**config.mk**
```make
export PLATFORM = sky130hd
export DESIGN_NAME = universal_shift_reg
export DESIGN_NICKNAME = d
export VERILOG_FILES = /design/src/rtl/shift_pkg.sv /design/src/rtl/shift_bit_counter.sv /design/src/rtl/universal_shift_reg.sv
export SDC_FILE = /design/constraint.sdc
export NUM_CORES = 1
export LEC_CHECK = 0
export CAP_MARGIN = 20
export CORE_AREA = 2 2 46 48
export DETAILED_ROUTE_END_ITERATION = 16
export DIE_AREA = 0 0 48 50
export GPL_ROUTABILITY_DRIVEN = 0
export PLACE_DENSITY_LB_ADDON = 0.15
export SYNTH_ARGS = -nofsm -noshare
export SYNTH_HDL_FRONTEND = slang
export SYNTH_SLANG_ARGS = --single-unit
```
**constraint.sdc**
```tcl
create_clock -name Clk -period 1.4 [get_ports Clk]
set_input_delay 0.28 -clock Clk [delete_from_list [all_inputs] [get_ports Clk]]
set_output_delay 0.28 -clock Clk [all_outputs]
set_load 0.05 [all_outputs]
```
**src/rtl/shift_pkg.sv**
```systemverilog
// -----------------------------------------------------------------------------
// shift_pkg
// Purpose : Shared encodings for the universal shift register.
//           - Mode selects how a shift is performed: logic, rotate, arithmetic,
//             or hold.
//           - Dir selects the shift direction.
// Ports   : none (package only)
// -----------------------------------------------------------------------------
package shift_pkg;

    localparam logic [1:0] MODE_LOGIC  = 2'b00;
    localparam logic [1:0] MODE_ROTATE = 2'b01;
    localparam logic [1:0] MODE_ARITH  = 2'b10;
    localparam logic [1:0] MODE_HOLD   = 2'b11;

    localparam logic DIR_LEFT  = 1'b0;
    localparam logic DIR_RIGHT = 1'b1;

endpackage

```
**src/rtl/shift_bit_counter.sv**
```systemverilog
// -----------------------------------------------------------------------------
// shift_bit_counter
// Purpose : Counts effective shifts since the last clear and saturates at MAX.
//           o_done pulses for one cycle on the same edge where the count
//           reaches MAX. After saturation, o_done stays low until a clear.
// Ports   : i_clk    clock
//           i_rst    synchronous active-high reset
//           i_clear  restart the count (parallel load); has priority over i_inc
//           i_inc    one effective shift this cycle
//           o_count  shifts since last clear, saturating at MAX
//           o_done   one-cycle pulse when o_count reaches MAX
// -----------------------------------------------------------------------------
module shift_bit_counter #(
    parameter int MAX = 8,
    parameter int CW  = $clog2(MAX + 1)
) (
    input  logic          i_clk,
    input  logic          i_rst,
    input  logic          i_clear,
    input  logic          i_inc,
    output logic [CW-1:0] o_count,
    output logic          o_done
);

    localparam logic [CW-1:0] LAST = CW'(MAX - 1);
    localparam logic [CW-1:0] FULL = CW'(MAX);

    logic [CW-1:0] r_count;
    logic          r_done;

    always_ff @(posedge i_clk) begin
        if (i_rst) begin
            r_count <= '0;
            r_done  <= 1'b0;
        end else if (i_clear) begin
            r_count <= '0;
            r_done  <= 1'b0;
        end else begin
            // The pulse only fires on the LAST->FULL transition, so a
            // saturated counter never re-fires.
            r_done <= i_inc && (r_count == LAST);
            if (i_inc && (r_count != FULL))
                r_count <= r_count + 1'b1;
        end
    end

    assign o_count = r_count;
    assign o_done  = r_done;

endmodule

```
**src/rtl/universal_shift_reg.sv**
```systemverilog
// -----------------------------------------------------------------------------
// universal_shift_reg
// Purpose : WIDTH-bit register for serializer/deserializer and bit-manipulation
//           use. It supports parallel load; logic, rotate and arithmetic
//           shifts in either direction; and a hold mode. A counter reports
//           shifts since the last load and pulses Done when a full word has
//           been shifted.
// Ports   : Clk         clock, all state on posedge
//           Reset       synchronous active-high reset
//           Load        parallel load of ParallelIn (beats ShiftEn)
//           ParallelIn  load data
//           ShiftEn     perform one shift this cycle
//           Dir         0 = toward MSB, 1 = toward LSB
//           Mode        00 LOGIC, 01 ROTATE, 10 ARITH, 11 HOLD
//           ShiftIn     serial input bit for LOGIC mode
//           ShiftOut    bit that leaves on the next shift (combinational)
//           RegContent  current register value
//           Count       shifts since last load, saturates at WIDTH
//           Done        one-cycle pulse when Count reaches WIDTH
// -----------------------------------------------------------------------------
module universal_shift_reg
    import shift_pkg::*;
#(
    parameter int               WIDTH   = 8,
    parameter logic [WIDTH-1:0] RST_VAL = '0
) (
    input  logic                       Clk,
    input  logic                       Reset,
    input  logic                       Load,
    input  logic [WIDTH-1:0]           ParallelIn,
    input  logic                       ShiftEn,
    input  logic                       Dir,
    input  logic [1:0]                 Mode,
    input  logic                       ShiftIn,
    output logic                       ShiftOut,
    output logic [WIDTH-1:0]           RegContent,
    output logic [$clog2(WIDTH+1)-1:0] Count,
    output logic                       Done
);

    logic [WIDTH-1:0] r_reg;
    logic [WIDTH-1:0] w_next;
    logic             w_shift;

    // HOLD is not a shift: neither the data nor the counter moves.
    assign w_shift = ShiftEn && !Load && (Mode != MODE_HOLD);

    always_comb begin
        w_next = r_reg;
        case ({Mode, Dir})
            {MODE_LOGIC,  DIR_LEFT }: w_next = {r_reg[WIDTH-2:0], ShiftIn};
            {MODE_LOGIC,  DIR_RIGHT}: w_next = {ShiftIn, r_reg[WIDTH-1:1]};
            {MODE_ROTATE, DIR_LEFT }: w_next = {r_reg[WIDTH-2:0], r_reg[WIDTH-1]};
            {MODE_ROTATE, DIR_RIGHT}: w_next = {r_reg[0], r_reg[WIDTH-1:1]};
            {MODE_ARITH,  DIR_LEFT }: w_next = {r_reg[WIDTH-2:0], 1'b0};
            {MODE_ARITH,  DIR_RIGHT}: w_next = {r_reg[WIDTH-1], r_reg[WIDTH-1:1]};
            default:                  w_next = r_reg;
        endcase
    end

    always_ff @(posedge Clk) begin
        if (Reset)
            r_reg <= RST_VAL;
        else if (Load)
            r_reg <= ParallelIn;
        else if (w_shift)
            r_reg <= w_next;
    end

    shift_bit_counter #(
        .MAX (WIDTH)
    ) u_counter (
        .i_clk   (Clk),
        .i_rst   (Reset),
        .i_clear (Load),
        .i_inc   (w_shift),
        .o_count (Count),
        .o_done  (Done)
    );

    // ShiftOut follows Dir immediately so a serializer can present the next
    // bit in the same cycle that Dir changes.
    assign ShiftOut   = Dir ? r_reg[0] : r_reg[WIDTH-1];
    assign RegContent = r_reg;

endmodule

```
* Yosys cells after proc, flatten, opt, wreduce, memory -nomap -nowiden
Index checks and enable logic that the tools add are counted.
Word-level totals: register bits 13, input port bits 16, output and inout bits 14
Operators by class: $add $sub $neg 1, eq/ne operators 9, mux-type cells 4, reduce and logical (&&, ||, !) cells 12
Operator list (count):
- case mux 8 bit (6 select lines) | 1
- two-way mux 8 bit | 2
- nonzero test 7 bit | 1
- == test 3 x 2 -> 1 bit, second input constant | 2
- == test 3 bit, second input constant | 2
- nonzero test 6 bit | 1
- adder 4 x 1 -> 4 bit, second input constant | 1
- == test 4 x 3 -> 1 bit, second input constant | 1
- logical AND 1 bit | 4
- != test 2 bit, second input constant | 2
- != test 4 bit, second input constant | 1
- == test 3 x 1 -> 1 bit, second input constant | 1
- zero test 3 bit | 1
- AND reduction 3 bit | 1
- AND reduction 2 bit | 1
- nonzero test 2 bit | 1
- OR reduction 2 bit | 1
- zero test 1 bit | 1
- two-way mux 1 bit | 1

* Depth between registers and ports, before layout
Gate-level depths: netlist of the first run.
depth after elaboration 5, mapped depth 6, gate-level depth less buffers 6

* Modules after synthesis
From an unflattened synthesis of the first run, not the netlist that was laid out.
Second synthesis, totals: cell total of the unflattened synthesis 94, area, all modules 748.2 um^2
Modules (own cells, without submodules):
- universal_shift_reg | times used 1, cells each 67, area an instance 511.7 um^2, seq. area each 160.2 um^2
- shift_bit_counter | times used 1, cells each 27, area an instance 236.5 um^2, seq. area each 100.1 um^2

* Worst setup path after synthesis of the first run
OpenSTA, ideal clock, no wires.
path type reg-to-reg, from register u_counter.r_count[0] (netlist: u_counter.o_count[0]), to register u_counter.r_count[1] (netlist: u_counter.o_count[1]), library setup time 128 ps, arrival time 1413 ps, data required time 1272 ps, path slack -140 ps, stages on the path, launching flop included 7, buffers on the path 0, cells stage by stage dfxtp_1 -> inv_1 -> ha_1 -> nand2_1 -> o211ai_1 -> mux2i_1 -> nor2_1
On the way: word-level cells in the longest chain between the ends 2, elaborated cells between the ends (all ways) 3, classes of those cells add/sub: 1; eq/ne: 1; reduce/logical: 1
Ends and longest elaborated chain:
- start, declared | RTL line shift_bit_counter.sv:28 | logic [CW-1:0] r_count;
- start signal, assigned | RTL line shift_bit_counter.sv:43 | r_count <= r_count + 1'b1;
- parallel branches: the longest is 2 deep, another holds adder 4 x 1 -> 4 bit
Several ways; the timed one is not identified. A chain may end at the register's enable or synchronous reset.

* Worst setup path after layout of the first run
from register r_reg[7] (netlist: RegContent[7]), to output ShiftOut
On the way: word-level cells in the longest chain between the ends 1
Ends and longest elaborated chain:
- start, declared | RTL line universal_shift_reg.sv:41 | logic [WIDTH-1:0] r_reg;
- start signal, assigned | RTL line universal_shift_reg.sv:65 | r_reg <= ParallelIn;
- start signal, assigned | RTL line universal_shift_reg.sv:67 | r_reg <= w_next;
- two-way mux 1 bit | RTL line universal_shift_reg.sv:83 | assign ShiftOut = Dir ? r_reg[0] : r_reg[WIDTH-1];
- end, declared | RTL line universal_shift_reg.sv:35 | output logic ShiftOut,
No other way between the ends.

==> qor.json, run 1 <==
{
  "maxSlewViolCount": 0,
  "avgRoutedWirePerCell_um": 13.2,
  "hold_violations": 0,
  "coreArea_um2": 1900,
  "path_max_fanout": 2,
  "die-area_um2": 2400,
  "synth-seq-area-share": 0.351,
  "placed_cells_incl_taps": 152,
  "drc_errors": 0,
  "initial_utilization": 0.389,
  "floorplan.io_pins": 30,
  "worst-slew-pin-transition_ns": 0.266,
  "tritoncts": "done",
  "final_nets": 150,
  "leakagePower_nw": 0.577,
  "clockPowerShare": 0.240,
  "clock_tree.root_cell": "clkbuf_4",
  "timing.max_slew.rel_slack": 0.823,
  "end_kind": "output port",
  "synth_fp_nets": 110,
  "internal_power_uw": 675,
  "final.fill_count": 155,
  "worstPathArrival_ns": 1.09,
  "avgViaCountPerCell": 5.08,
  "clk_pin_slew_ns": 0.09,
  "fp.dieW_um": 48,
  "utilization": 0.695,
  "track_usage": 0.189,
  "vdd_drop_max_mv": 0.525,
  "final-seq-area_um2": 273,
  "clk_path_buf_depth": 2,
  "finalPower_mw": 1.00,
  "finalCriticalPeriod_ns": 1.37,
  "unrepaired_setup_endpoints_after_global_routing": "no",
  "htree_levels": 1,
  "netlist_area_um2": 741,
  "reg2reg_depth": 7,
  "fin_crit_sh": 0.981,
  "diodes": 0,
  "status": "complete, no violations",
  "skew_ns": 0.00460,
  "timing.fmax_mhz": 728,
  "setup_viol": 0,
  "drt-total-wl_mm": 2.09,
  "power.sequential.fraction": 0.415,
  "ys_ff_latch": 13,
  "dr_total_vias": 803,
  "vias_in_the_first_global_route": 751,
  "drt.antenna.violating_nets": 0,
  "clock_insertion_delay_worst_skew_ns": 0.28,
  "grt_overflow": 0,
  "power.switching_uw": 327,
  "fin_hold_ws_ns": 0.558,
  "syn_inst": 92,
  "crit_type": "flip-flop to output port",
  "dp_hpwl_mm": 1.48,
  "syn_to_final_growth_pct": 78.5,
  "switching_share": 0.326,
  "fin_ws_ns": 0.0272,
  "power.density_cell_area_nw_per_um2": 757,
  "hold_buffers": 0,
  "total_clock_buffers_created_by_cts": 3,
  "timing.critical_path.from_type": "flip-flop",
  "placement.io_buffers": 29,
  "comb_power_share": 0.345,
  "detail_route.first_pass.iterations": 4,
  "synth.distinct_cells": 26,
  "drt_iter0_drc": 14,
  "rows": 16,
  "layoutNonFillerInstCount": 158,
  "syn_area_per_cell_um2": 8.05,
  "worst-endpoint-required_ns": 1.12,
  "grt_first_pass_wirelength_mm": 3.24,
  "ff2ff_setup_slack_ns": 0.08,
  "multi_input_logic_area_um2": 465,
  "maxCapViolCount": 0,
  "synth_warnings": 0,
  "min-delay-path-class": "input pin to flip-flop",
  "dieHeight_um": 50,
  "worst_hold_path.num_cells": 3,
  "clock_sinks": 13,
  "layout-drive-gt1-share": 0.290,
  "dpl_worst_slack_ns": -0.259,
  "antenna_found_initial": 0,
  "grt_max_degree": 15
}
cell usage after synthesis (all sizes together):
cell type | count | share of area
nand2 | 17 | 0.086
dfxtp | 13 | 0.35
mux2i | 9 | 0.12
o21ai | 9 | 0.061
o22ai | 7 | 0.059
nor2 | 6 | 0.030
a21oi | 3 | 0.020
and3 | 3 | 0.025
buf | 3 | 0.020
nand3 | 3 | 0.020
clkbuf | 2 | 0.010
ha | 2 | 0.034
inv | 2 | 0.010
nor2b | 2 | 0.017
nor3b | 2 | 0.027
a211oi | 1 | 0.010
a21boi | 1 | 0.010
a21o | 1 | 0.010
nor4b | 1 | 0.012
o211ai | 1 | 0.010
o41ai | 1 | 0.022
or2 | 1 | 0.0085
xnor2 | 1 | 0.012
xor2 | 1 | 0.012
critical path, cell delays in order, from the launching register on:
cell	delay, ns
dfxtp_4	0.35
nor2b_4	0.12
a21o_1	0.19
buf_12	0.15
path summary, 6_finish.rpt:
check                       start              endpoint
min                 ParallelIn[4]         RegContent[4]
max                 RegContent[7]              ShiftOut
min reg2reg  u_counter.o_count[1]  u_counter.o_count[1]
max reg2reg  u_counter.o_count[0]  u_counter.o_count[1]
layout make-up:
type                            count  share of cell area
Timing Repair Buffer               40               0.391
Multi-Input combinational cell     72               0.352
Sequential cell                    13               0.206
Tap cell                           27              0.0255
Clock buffer                        4              0.0199
Inverter                            2             0.00568
kinds of logic (layout without fill, tap and decap cells):
family | after synthesis | count (layout) | synth area share
adders and majority gates | 2 | 2 | 0.0338
DFF | 13 | 13 | 0.351
buffers and inverters | 7 | 46 | 0.0405
xor gates and xnor gates | 2 | 2 | 0.0237
AOI/OAI and AO/OA | 24 | 24 | 0.203
muxes | 9 | 9 | 0.122
and+or+nand+nor | 35 | 35 | 0.226
metrics by stage:
stage,area [um2],setup TNS (ns)
2_1_floorplan,746,-0.00484
3_3_place_gp,1250,-2.06
3_5_place_dp,1250,-2.32
4_1_cts,1310,0
5_1_grt,1320,0
6_report,1320,0
what timing repair did:
item / in CTS / in global routing
gates resized for setup: 4 / 7
endpoints found under the setup margin: 2 / 3
pin swaps: 1 / 1
setup buffers: 2 / 0
power groups by stage:
stage               Sequential (mW)  Clock [mW]  Combinational, mW
floorplan                     0.479           0              0.105
global placement              0.429           0              0.330
detailed placement            0.429           0              0.333
CTS                           0.418       0.244              0.343
global route                  0.419       0.262              0.365
finish                        0.416       0.241              0.345
cell usage in the layout (no fill, tap or decap), types with 2 or more instances in the layout:
master            n
dfxtp_1           9
mux2i_1           9
and3_1            3
o22ai_1           7
buf_12           14
o21ai_0           2
clkbuf_4          3
nand3_1           3
o21ai_1           7
buf_4            11
a21oi_1           3
dlymetal6s2s_1    2
clkdlybuf4s50_1  12
nand2_1          17
dfxtp_4           3
nor2_1            6
flip-flops by register name, indices dropped and copies added, names as in the netlist:
name,cells
u_counter.o_done,1
u_counter.o_count,4
RegContent,8
metal layers:
layer,wire length (um),share of wire,global-route usage,up-vias
met5,0,0,0,-
met4,9,0.0043,0.0631,0
met3,112,0.054,0.0476,2
met2,1010,0.48,0.278,23
met1,956,0.46,0.262,370
li1,-,-,-,408
(Power assumes the default switching activity.)
==> inputs of run 2 (changes only) <==
--- a/config.mk
+++ b/config.mk
@@ -10,7 +10,7 @@
 export DETAILED_ROUTE_END_ITERATION = 16
 export DIE_AREA = 0 0 48 50
 export GPL_ROUTABILITY_DRIVEN = 0
-export PLACE_DENSITY_LB_ADDON = 0.15
+export PLACE_DENSITY = 0.74
 export SYNTH_ARGS = -nofsm -noshare
 export SYNTH_HDL_FRONTEND = slang
 export SYNTH_SLANG_ARGS = --single-unit
==> qor.json, run 2 (same netlist as run 1, synthesis figures left out) <==
{
  "grt_overflow": {"value": 0, "change": "unchanged"},
  "setup_total_negative_slack": {"value": 0, "unit": "ns", "change": "unchanged"},
  "cp_slowest_stage_delay": {"value": 0.55, "unit": "ns", "change": "+0.20 ns"},
  "placed_cells_incl_taps": {"value": 152, "change": "unchanged"},
  "maxSlewViolCount": {"value": 0, "change": "unchanged"},
  "dieHeight": {"value": 50, "unit": "um", "change": "unchanged"},
  "timing.critical_path.from_type": "input pin",
  "power.density_cell_area": {"value": 749, "unit": "nW/um2", "change": "-1.1%"},
  "die-area": {"value": 2400, "unit": "um2", "change": "unchanged"},
  "critPathSlowestCell": "clkdlybuf4s50_1",
  "final_nets": {"value": 150, "change": "unchanged"},
  "maxCapViolCount": {"value": 0, "change": "unchanged"},
  "hold_end": "RegContent[7]",
  "power.switching": {"value": 329, "unit": "uW", "change": "+0.66%"},
  "reg2reg_depth": {"value": 7, "change": "unchanged"},
  "layoutNonFillerInstCount": {"value": 158, "change": "unchanged"},
  "fin_hold_ws": {"value": 0.524, "unit": "ns", "change": "-0.0338 ns"},
  "clk_pin_slew": {"value": 0.08, "unit": "ns", "change": "about the same"},
  "status": "complete, no violations",
  "fin_crit_sh": {"value": 0.984, "change": "+0.00296"},
  "clock_tree.root_cell": "clkbuf_4",
  "layout-drive-gt1-share": {"value": 0.305, "change": "+0.0153"},
  "avgRoutedWirePerCell": {"value": 14.0, "unit": "um", "change": "+5.6%"},
  "timing.fmax": {"value": 726, "unit": "MHz", "change": "-0.30%"},
  "drt_iter0_drc": {"value": 20, "change": "+6"},
  "vdd_drop_max": {"value": 0.532, "unit": "mV", "change": "+1.4%"},
  "drc_errors": {"value": 0, "change": "unchanged"},
  "clock_insertion_delay_worst_skew": {"value": 0.28, "unit": "ns", "change": "about the same"},
  "avgViaCountPerCell": {"value": 5.35, "change": "+5.2%"},
  "final.fill_count": {"value": 150, "change": "-3.2%"},
  "switching_share": {"value": 0.327, "change": "about the same"},
  "skew": {"value": 0.00451, "unit": "ns", "change": "-0.0000981 ns"},
  "floorplan.io_pins": {"value": 30, "change": "unchanged"},
  "worst-endpoint-required": {"value": 1.57, "unit": "ns", "change": "+0.45 ns"},
  "utilization": {"value": 0.707, "change": "+0.0118"},
  "drt.antenna.violating_nets": {"value": 0, "change": "unchanged"},
  "placement.io_buffers": {"value": 29, "change": "unchanged"},
  "crit-reg2reg-launch": "u_counter.o_count[1]",
  "leakagePower": {"value": 0.586, "unit": "nW", "change": "+1.5%"},
  "finalCriticalPeriod": {"value": 1.38, "unit": "ns", "change": "+0.00414 ns"},
  "clockPowerShare": {"value": 0.237, "change": "-0.003"},
  "end_kind": "flip-flop",
  "path_max_fanout": {"value": 4, "change": "+2"},
  "postPlaceCellArea": {"value": 1250, "unit": "um2", "change": "unchanged"},
  "unrepaired_setup_endpoints_after_global_routing": "yes",
  "fp.dieW": {"value": 48, "unit": "um", "change": "unchanged"},
  "mostFrequentLayoutCell": "nand2_1",
  "detail_route.first_pass.iterations": {"value": 4, "change": "unchanged"},
  "track_usage": {"value": 0.186, "change": "-0.00249"},
  "dp_hpwl": {"value": 1.58, "unit": "mm", "change": "+6.9%"},
  "largest_register_ffs": {"value": 8, "change": "unchanged"},
  "total_clock_buffers_created_by_cts": {"value": 3, "change": "unchanged"},
  "coreArea": {"value": 1900, "unit": "um2", "change": "unchanged"},
  "startpoint": "ShiftEn",
  "setup_viol": {"value": 0, "change": "unchanged"},
  "ff2ff_setup_slack": {"value": 0.08, "unit": "ns", "change": "about the same"},
  "power.sequential.fraction": {"value": 0.415, "change": "about the same"},
  "multi_input_logic_area": {"value": 488, "unit": "um2", "change": "+4.8%"},
  "antenna_found_initial": {"value": 0, "change": "unchanged"},
  "worst-slew-pin-transition": {"value": 0.297, "unit": "ns", "change": "+0.0310 ns"},
  "timing.max_slew.rel_slack": {"value": 0.802, "change": "-0.0206"},
  "final_cell_mix": "17 x nand2_1, 14 x buf_12, 12 x clkdlybuf4s50_1, 11 x buf_4",
  "diodes": {"value": 0, "change": "unchanged"},
  "tritoncts": "done",
  "min-delay-path-class": "flip-flop to flip-flop",
  "hold_buffers": {"value": 0, "change": "unchanged"},
  "hp-start": "RegContent[7]",
  "clk_path_buf_depth": {"value": 2, "change": "unchanged"},
  "hold_violations": {"value": 0, "change": "unchanged"},
  "clock_sinks": {"value": 13, "change": "unchanged"},
  "grt_first_pass_wirelength": {"value": 3.27, "unit": "mm", "change": "+0.83%"},
  "vias_in_the_first_global_route": {"value": 788, "change": "+4.9%"},
  "syn_to_final_growth_pct": 81.6,
  "comb_power_share": {"value": 0.348, "change": "+0.003"},
  "critical_path.cell_chain": "clkdlybuf4s50_1 > nor2b_4 > o211ai_1 > buf_4 > xnor2_1 > nor2_1",
  "initial_utilization": {"value": 0.389, "change": "unchanged"},
  "r2r_end": "u_counter.o_count[0]",
  "dr_total_vias": {"value": 845, "change": "+5.2%"},
  "worst_hold_path.num_cells": {"value": 2, "change": "-1"},
  "htree_levels": {"value": 1, "change": "unchanged"},
  "drt-total-wl": {"value": 2.21, "unit": "mm", "change": "+5.6%"},
  "final-seq-area": {"value": 270, "unit": "um2", "change": "-0.92%"},
  "crit_type": "input pin to flip-flop",
  "worstPathArrival": {"value": 1.55, "unit": "ns", "change": "+0.46 ns"},
  "finish.instance_area": {"value": 1350, "unit": "um2", "change": "+1.7%"},
  "internal_power": {"value": 679, "unit": "uW", "change": "+0.58%"},
  "rows": {"value": 16, "change": "unchanged"},
  "grt_max_degree": {"value": 15, "change": "unchanged"}
}
[run 2: worst max-delay path by stage]
stage | endpoint | slack, ns | cells past startpoint
floorplan | u_counter.o_count[1] | -0.005 | 4
global placement | RegContent[7] | -0.22 | 5
detailed placement | RegContent[7] | -0.31 | 5
CTS | ShiftOut | -0.006 | 3
global route | u_counter.o_count[0] | -0.03 | 7
finish | u_counter.o_count[0] | 0.02 | 6
[run 2: metrics by stage]
step	setup slack, ns	total power, mW
after floorplan	-0.00484	0.584
after global placement	-0.224	0.759
after detailed placement	-0.311	0.763
after CTS	-0.00608	1.00
after global routing	-0.0342	1.05
final	0.0231	1.01
[run 2: power groups by stage]
stage	combinational, mW	sequential (mW)	clock, mW
after floorplan	0.105	0.479	0
after global placement	0.330	0.429	0
after detailed placement	0.335	0.429	0
after CTS	0.337	0.420	0.244
after global routing	0.368	0.422	0.264
final	0.350	0.418	0.239
[run 2: per-layer routing]
metal / vias up / GRT usage / wire length (um)
li1: 407 / - / -
met1: 392 / 0.227 / 851
met2: 40 / 0.300 / 1140
met3: 6 / 0.0366 / 169
met4: 0 / 0.0856 / 41
met5: - / 0 / 0
[run 2: area by class of cell]
type,count,area share
Tap cell,27,0.0251
Inverter,2,0.00744
Timing Repair Buffer,40,0.384
Sequential cell,13,0.201
Clock buffer,4,0.0195
Multi-Input combinational cell,72,0.363
[run 2: what timing repair did]
item / in CTS / in global routing
endpoints found under the hold margin: 0 / 0
pin swaps: 0 / 2
setup endpoints to repair: 2 / 4
resized for setup: 3 / 12
setup buffers: 0 / 2
[run 2: critical path, delay by kind of cell]
kind	cells	cell delay, ns
buffers and inverters	2	0.72
AND/OR/NAND/NOR	2	0.28
AO/OA/AOI/OAI	1	0.15
XOR/XNOR	1	0.13
